File: src/rtl/chaos_keystream_xor.sv
// Quantizes chaotic-map float samples to key bytes and XORs them with pixel
// bytes under CBC-style chaining (encrypt or decrypt), one byte per sample.
module chaos_keystream_xor #(
    parameter int          KEY_SHIFT = 8,
    parameter logic [7:0]  IV        = 8'h00
) (
    input  logic        clk,
    input  logic        reset,
    input  logic        decrypt,
    input  logic        frame_start,
    input  logic [31:0] chaos_data,
    input  logic        chaos_valid,
    output logic        chaos_ready,
    input  logic [7:0]  pix_data,
    input  logic        pix_valid,
    output logic        pix_ready,
    output logic [7:0]  out_data,
    output logic        out_valid,
    input  logic        out_ready,
    output logic [15:0] pix_count,
    output logic        err_flag
);

    typedef enum logic [1:0] {
        S_IDLE,
        S_DECODE,
        S_SHIFT,
        S_OUTPUT
    } state_t;

    state_t             r_state;
    state_t             w_next;

    logic [30:0]        r_chaos;
    logic [7:0]         r_pix;
    logic               r_dec;
    logic [23:0]        r_m;
    logic signed [9:0]  r_s;
    logic               r_kzero;
    logic [7:0]         r_out_data;
    logic               r_out_valid;
    logic [7:0]         r_chain;
    logic [15:0]        r_count;
    logic               r_err;

    logic               w_accept;
    logic               w_hs;
    logic [7:0]         w_exp;
    logic signed [9:0]  w_s;
    logic [9:0]         w_neg;
    logic [7:0]         w_key;
    logic [7:0]         w_chain;

    // Both channels are consumed together or not at all.
    assign w_accept    = (r_state == S_IDLE) & chaos_valid & pix_valid & ~reset;
    assign chaos_ready = w_accept;
    assign pix_ready   = w_accept;

    assign w_hs    = r_out_valid & out_ready;
    assign w_exp   = r_chaos[30:23];
    assign w_s     = $signed({2'b00, w_exp}) + $signed(10'(KEY_SHIFT - 150));
    assign w_chain = frame_start ? IV : r_chain;

    assign out_data  = r_out_data;
    assign out_valid = r_out_valid;
    assign pix_count = r_count;
    assign err_flag  = r_err;

    always_comb begin
        w_next = r_state;
        unique case (r_state)
            S_IDLE:   if (w_accept) w_next = S_DECODE;
            S_DECODE: w_next = S_SHIFT;
            S_SHIFT:  w_next = S_OUTPUT;
            S_OUTPUT: if (w_hs) w_next = S_IDLE;
            default:  w_next = S_IDLE;
        endcase
    end

    // Integer part of |v| * 2^KEY_SHIFT, keeping only the low byte.
    always_comb begin
        w_key = '0;
        w_neg = 10'(-r_s);
        if (!r_kzero) begin
            if (!r_s[9]) begin
                if (r_s < 10'sd8) w_key = r_m[7:0] << r_s[2:0];
            end else if (w_neg <= 10'd23) begin
                w_key = 8'(r_m >> w_neg[4:0]);
            end
        end
    end

    always_ff @(posedge clk or posedge reset) begin
        if (reset) begin
            r_state     <= S_IDLE;
            r_chaos     <= '0;
            r_pix       <= '0;
            r_dec       <= 1'b0;
            r_m         <= '0;
            r_s         <= '0;
            r_kzero     <= 1'b0;
            r_out_data  <= '0;
            r_out_valid <= 1'b0;
            r_chain     <= IV;
            r_count     <= '0;
            r_err       <= 1'b0;
        end else begin
            r_state <= w_next;
            if (w_accept) begin
                r_chaos <= chaos_data[30:0];
                r_pix   <= pix_data;
                r_dec   <= decrypt;
            end
            if (r_state == S_DECODE) begin
                r_m     <= {1'b1, r_chaos[22:0]};
                r_s     <= w_s;
                r_kzero <= (w_exp == 8'h00) | (w_exp == 8'hFF);
            end
            if (r_state == S_SHIFT) begin
                r_out_data  <= r_pix ^ w_key ^ w_chain;
                r_out_valid <= 1'b1;
            end else if (w_hs) begin
                r_out_valid <= 1'b0;
            end
            // frame_start outranks the chaining update of a delivered byte.
            if (frame_start) begin
                r_chain <= IV;
                r_count <= '0;
            end else if (w_hs) begin
                r_chain <= r_dec ? r_pix : r_out_data;
                r_count <= r_count + 16'd1;
            end
            if (frame_start)
                r_err <= 1'b0;
            else if ((r_state == S_DECODE) && (w_exp == 8'hFF))
                r_err <= 1'b1;
        end
    end

endmodule
File: config.mk
export PLATFORM = sky130hd
export DESIGN_NAME = chaos_keystream_xor
export DESIGN_NICKNAME = d
export VERILOG_FILES = /design/src/rtl/chaos_keystream_xor.sv
export SDC_FILE = /design/constraint.sdc
export NUM_CORES = 1
export LEC_CHECK = 0
export BUFFER_PORTS_ARGS = -buffer_cell sky130_fd_sc_hd__buf_2
export CAP_MARGIN = 20
export CORE_UTILIZATION = 45
export DETAILED_ROUTE_END_ITERATION = 10
export MAX_ROUTING_LAYER = met4
export PLACE_DENSITY = 0.67
export SYNTH_ARGS = -nofsm -noshare
export SYNTH_HDL_FRONTEND = slang
export SYNTH_SLANG_ARGS = --single-unit
File: constraint.sdc
create_clock -name clk -period 6.5 [get_ports clk]
set_clock_uncertainty 0.15 [all_clocks]
set_input_delay 0.65 -clock clk [delete_from_list [all_inputs] [get_ports clk]]
set_output_delay 0.65 -clock clk [all_outputs]
set_load 0.1 [all_outputs]
### After elaboration in Yosys (flattened, before gate mapping)

Cells that the tools add are included.

* flip-flop bits (word level): 111
* logic and storage cells: 57

* add/subtract/negate cells: 3
* magnitude comparators: 2
* equality and inequality tests: 6
* shift-type cells: 2
* multiplexer cells: 17
* bitwise logic cells: 8
* reduce and logical (&&, ||, !) cells: 7

Operator list (count)
* $mux W8: 8
* $mux W16: 2
* $shr A24 B5 Y8: 1
* $add A16 B1 Y16 const B: 1
* $xor A8 B8 Y8: 2
* $add A9 B9 Y10 const B: 1
* $le A10 B5 Y1 const B: 1
* $lt A10 B5 Y1 const B: 1
* $neg A10 Y10: 1
* $eq A8 B8 Y1 const B: 1
* $logic_not A8 Y1: 1
* $pmux W2 S4: 1
* $shl A8 B3 Y8: 1
* $reduce_bool A2 Y1: 3
* $and A1 B1 Y1: 4
* $eq A2 B2 Y1 const B: 2
* $mux W1: 4
* $mux W2: 2
* $ne A2 B2 Y1 const B: 2
* $eq A2 B1 Y1 const B: 1
* $logic_not A2 Y1: 1
* $reduce_and A2 Y1: 1
* $logic_and A1 B1 Y1: 1
* $not A1 Y1: 1
* $or A1 B1 Y1: 1

### Longest topological paths before layout

* word-level depth: 7
* gate-level depth with buffers: 14
* gate-level depth less buffers: 8

### Worst setup path before layout

Ideal clock, no wire load.

* path kind: in2out
* start point: in reset
* end point: out pix_ready
* arrival time: 5239 ps
* data required time: 5700 ps
* slack: 461 ps
* stages on the path: 5
* buffers on the path: 2
* cells stage by stage: inv_1 nand4_1 inv_1 buf_1 buf_4

* longest elaborated chain between the ends: 2

Ends and longest elaborated chain
* start, declared: line 8 `input logic reset,`
* $not A1 Y1: line 55 `assign w_accept = (r_state == S_IDLE) & chaos_valid & pix_valid & ~reset;`
* $and A1 B1 Y1: line 55
* end, declared: line 16 `output logic pix_ready,`

No other way between the ends.

### Final worst setup path

* start point: reg r_s[0]
* end point: reg r_out_data[7], in the netlist out_data[7]

* longest elaborated chain between the ends: 7
* elaborated cells between the ends (all ways): 11
* those cells by class: add/sub: 1; order compare: 2; shift: 2; mux: 4; bitwise: 2

Ends and longest elaborated chain
* start, declared: line 38 `logic signed [9:0] r_s;`
* start signal, assigned: line 116 `r_s <= w_s;`
* $neg A10 Y10: line 83 `w_neg = 10'(-r_s);`
* $le A10 B5 Y1 / $shr A24 B5 Y8 (equally long branches): line 87, 88
* $mux W8: line 87 `end else if (w_neg <= 10'd23) begin`
* $mux W8 (*): line 85 `if (!r_s[9]) begin`
* $mux W8 (*): line 84 `if (!r_kzero) begin`
* $xor A8 B8 Y8 (*) (2 in series): line 120 `r_out_data <= r_pix ^ w_key ^ w_chain;`
* end signal, assigned: line 120
* end, declared: line 40 `logic [7:0] r_out_data;`

Every way passes the cells marked *; elsewhere a longest branch is shown, timed or not.
A chain may end at the register's enable or synchronous reset.

==> flow_summary.json <==
{
  "grt_pass1_wl_um": 25400,
  "crit_type": "reg2reg",
  "synth-simple-area-share_pct": 21.0,
  "start_kind": "register",
  "power_leakage_nw": 3.31,
  "power_frac_comb_pct": 50.1,
  "final-max-slew-violation-count": 0,
  "intPower_mw": 2.13,
  "cts_tree": "yes",
  "route.detailed.drc": 0,
  "placed_cells": 917,
  "required_ns": 6.62,
  "cts_setup_buffers": 0,
  "first_pass_iters": 5,
  "placed_cell_area_mm2": 0.00703,
  "grt_pass1_vias": 5116,
  "stdcell_area_mm2": 0.00736,
  "p_sw_mw": 1.73,
  "vias": 5244,
  "setup.worst_path.end_class": "register",
  "final_common_cell": "nand2_1",
  "detail-route-antenna-nets": 0,
  "setup_viol": 0,
  "clkSinkCount": 111,
  "gp_congestion": 0.861,
  "hold_path.class": "in2async",
  "grt_overflow": 0,
  "cts_root_buf": "clkbuf_16",
  "clk_path_buf_depth": 2,
  "cts_made_buffers": 9,
  "worstReg2RegEnd": "out_data[7]",
  "track_usage_pct": 22.5,
  "antenna_found_initial": 0,
  "antennaDiodeCount": 0,
  "io_pins": 75,
  "max_cap_viol_count": 0,
  "drive_gt1_share_pct": 20.8,
  "path_clk_slew_ns": 0.08,
  "fin_tns_setup_ns": 0,
  "r2r-start": "r_s[0]",
  "p_sw_share_pct": 44.9,
  "finish.utilization_pct": 52.4,
  "syn_nets": 755,
  "die_w_um": 123,
  "netlist_area_mm2": 0.00658,
  "seq_area_frac_synth_pct": 42.2,
  "stdcell_count": 934,
  "synth_top_family_by_area": "simple AND/OR/NAND/NOR gates",
  "via_per_inst": 5.61,
  "fin_nets": 803,
  "peakVddDrop_v": 0.000323,
  "ctsHoldBuffers": 0,
  "final.min_clock_period_ns": 3.84,
  "grt_max_degree": 58,
  "cp_max_fo": 45,
  "synth_edf_count": 0,
  "place_hpwl_um": 10900,
  "avgSynthCellArea_um2": 9.38,
  "relSlewSlack_pct": 30.3,
  "synth_cells": 701,
  "wire_per_inst_um": 16.2,
  "clock_latency_ns": 0.36,
  "die_h_um": 123,
  "outcome": "finished, final reports clean",
  "synth_xor_area_share_pct": 3.60,
  "hold_viol": 0,
  "arrival_ns": 3.96,
  "cts_resized": 0,
  "layout_common_cells": "158 x nand2_1, 110 x dfrtp_1, 73 x buf_2",
  "rrSetupSlack_ns": 2.66,
  "seq_power_share_pct": 34.5,
  "grt_setup_unrepaired": "false",
  "max_slew.worst_pin.slew_ns": 1.05,
  "core_area_mm2": 0.0140,
  "synth_compound_area_share_pct": 11.0,
  "yosys_warnings": 0,
  "min_period_over_period_pct": 59.1,
  "port_buffers": 73,
  "synth.area.mux_share_pct": 17.2,
  "start_util_pct": 46.8,
  "dieArea_mm2": 0.0151,
  "pwr-share-clk_pct": 15.4,
  "wl_um": 15200,
  "async_reset_ff_share_pct": 100,
  "std_cell_rows": 43,
  "rr_worst_depth": 8,
  "synth_flop_cell": "dfrtp_1",
  "synth_cell_types": 61,
  "drt-initial-drc-count": 310,
  "yosys.area_share.adder_pct": 1.33,
  "clock.fmax_ghz": 0.260,
  "synth_seq_cells": 111,
  "syn2layout_area_growth_pct": 12.0,
  "htreeDepth": 3,
  "power_density_mw_per_mm2": 525
}
==> critical path: stages (launching register included) <==
cell	delay [ns]
dfrtp_2	1.05
inv_1	0.14
ha_1	0.32
buf_4	0.34
mux4_2	0.59
mux2_2	0.28
a222oi_1	0.51
o2111ai_1	0.18
o211ai_1	0.17
==> per-stage QoR <==
| stage | total power [mW] | hold slack [ns] | setup WS, ns |
|---|---|---|---|
| after floorplan | 2.82 | 0.290 | 0.461 |
| after global placement | 3.22 | 0.306 | 2.77 |
| after detailed placement | 3.27 | 0.306 | 2.67 |
| after CTS | 3.88 | 0.281 | 2.65 |
| after global routing | 4.16 | 0.305 | 2.34 |
| final | 3.87 | 0.253 | 2.66 |
==> state kept, by name, summed over array words and instances (netlist names) <==
register and count:
err_flag 1, out_data 8, out_valid 1, pix_count 16, r_chain 8, r_chaos 31
r_dec 1, r_kzero 1, r_m 24, r_pix 8, r_s 10, r_state 2
==> cell type report <==
class                   count  area [um2]
fillers                  1271        6680
clock inverters             7        95.1
flip-flops and latches    111        2780
repair buffers             79         414
inverters                  17        66.3
clock buffers               9         225
multi-input cells         531        3560
well taps                 180         225
==> power by group through the flow <==
stage | Combinational (mW) | Clock (mW) | Sequential [mW]
final | 1.94 | 0.594 | 1.33
after global routing | 2.14 | 0.634 | 1.38
after CTS | 1.94 | 0.609 | 1.33
after detailed placement | 1.92 | 0 | 1.35
after global placement | 1.89 | 0 | 1.33
after floorplan | 1.46 | 0 | 1.37
==> kinds of logic (layout without fill, tap and decap cells) <==
kind of cell | Yosys count | after routing
AND/OR/NAND/NOR | 305 | 305
XOR/XNOR | 27 | 27
AO/OA/AOI/OAI | 104 | 104
adder cells (fa/ha/maj) | 7 | 7
buffers and inverters | 59 | 112
flip-flops | 111 | 111
multiplexers | 88 | 88
==> cell usage after synthesis (all sizes together), types with 7 or more instances <==
master / number / share of area, %
mux2i: 40 / 6.1
xnor2: 16 / 2.1
mux4: 17 / 5.8
xor2: 11 / 1.5
mux2: 31 / 5.3
nand3: 14 / 1.1
a211oi: 9 / 1.0
nor2: 53 / 3.1
nor3: 11 / 0.84
inv: 17 / 0.97
or3: 10 / 1.0
a31oi: 9 / 0.86
nand4: 13 / 1.2
buf: 18 / 1.3
ha: 7 / 1.3
dfrtp: 111 / 42
nor2b: 10 / 0.95
clkbuf: 24 / 1.4
nand2: 158 / 9.0
o21ai: 25 / 1.9
a21oi: 13 / 0.99
nand2b: 10 / 0.95
==> how the worst max path moves through the flow <==
| stage | start | endpoint | slack, ns |
|---|---|---|---|
| 5_1_grt | r_s[0] | out_data[7] | 2.34 |
| 3_3_place_gp | r_s[0] | out_data[4] | 2.77 |
| 3_5_place_dp | r_s[0] | out_data[4] | 2.67 |
| 4_1_cts | r_s[0] | out_data[4] | 2.65 |
| 2_1_floorplan | reset | pix_ready | 0.46 |
| 6_report | r_s[0] | out_data[7] | 2.66 |
==> metal layers <==
layer / routed length (um) / vias to the layer above / global-route usage (%)
met4: 201 / 0 / 5.79
met2: 7060 / 119 / 35.3
li1: - / 2574 / -
met1: 7200 / 2538 / 29.2
met3: 712 / 13 / 5.44
met5: 0 / - / -
(Power assumes the default switching activity.)
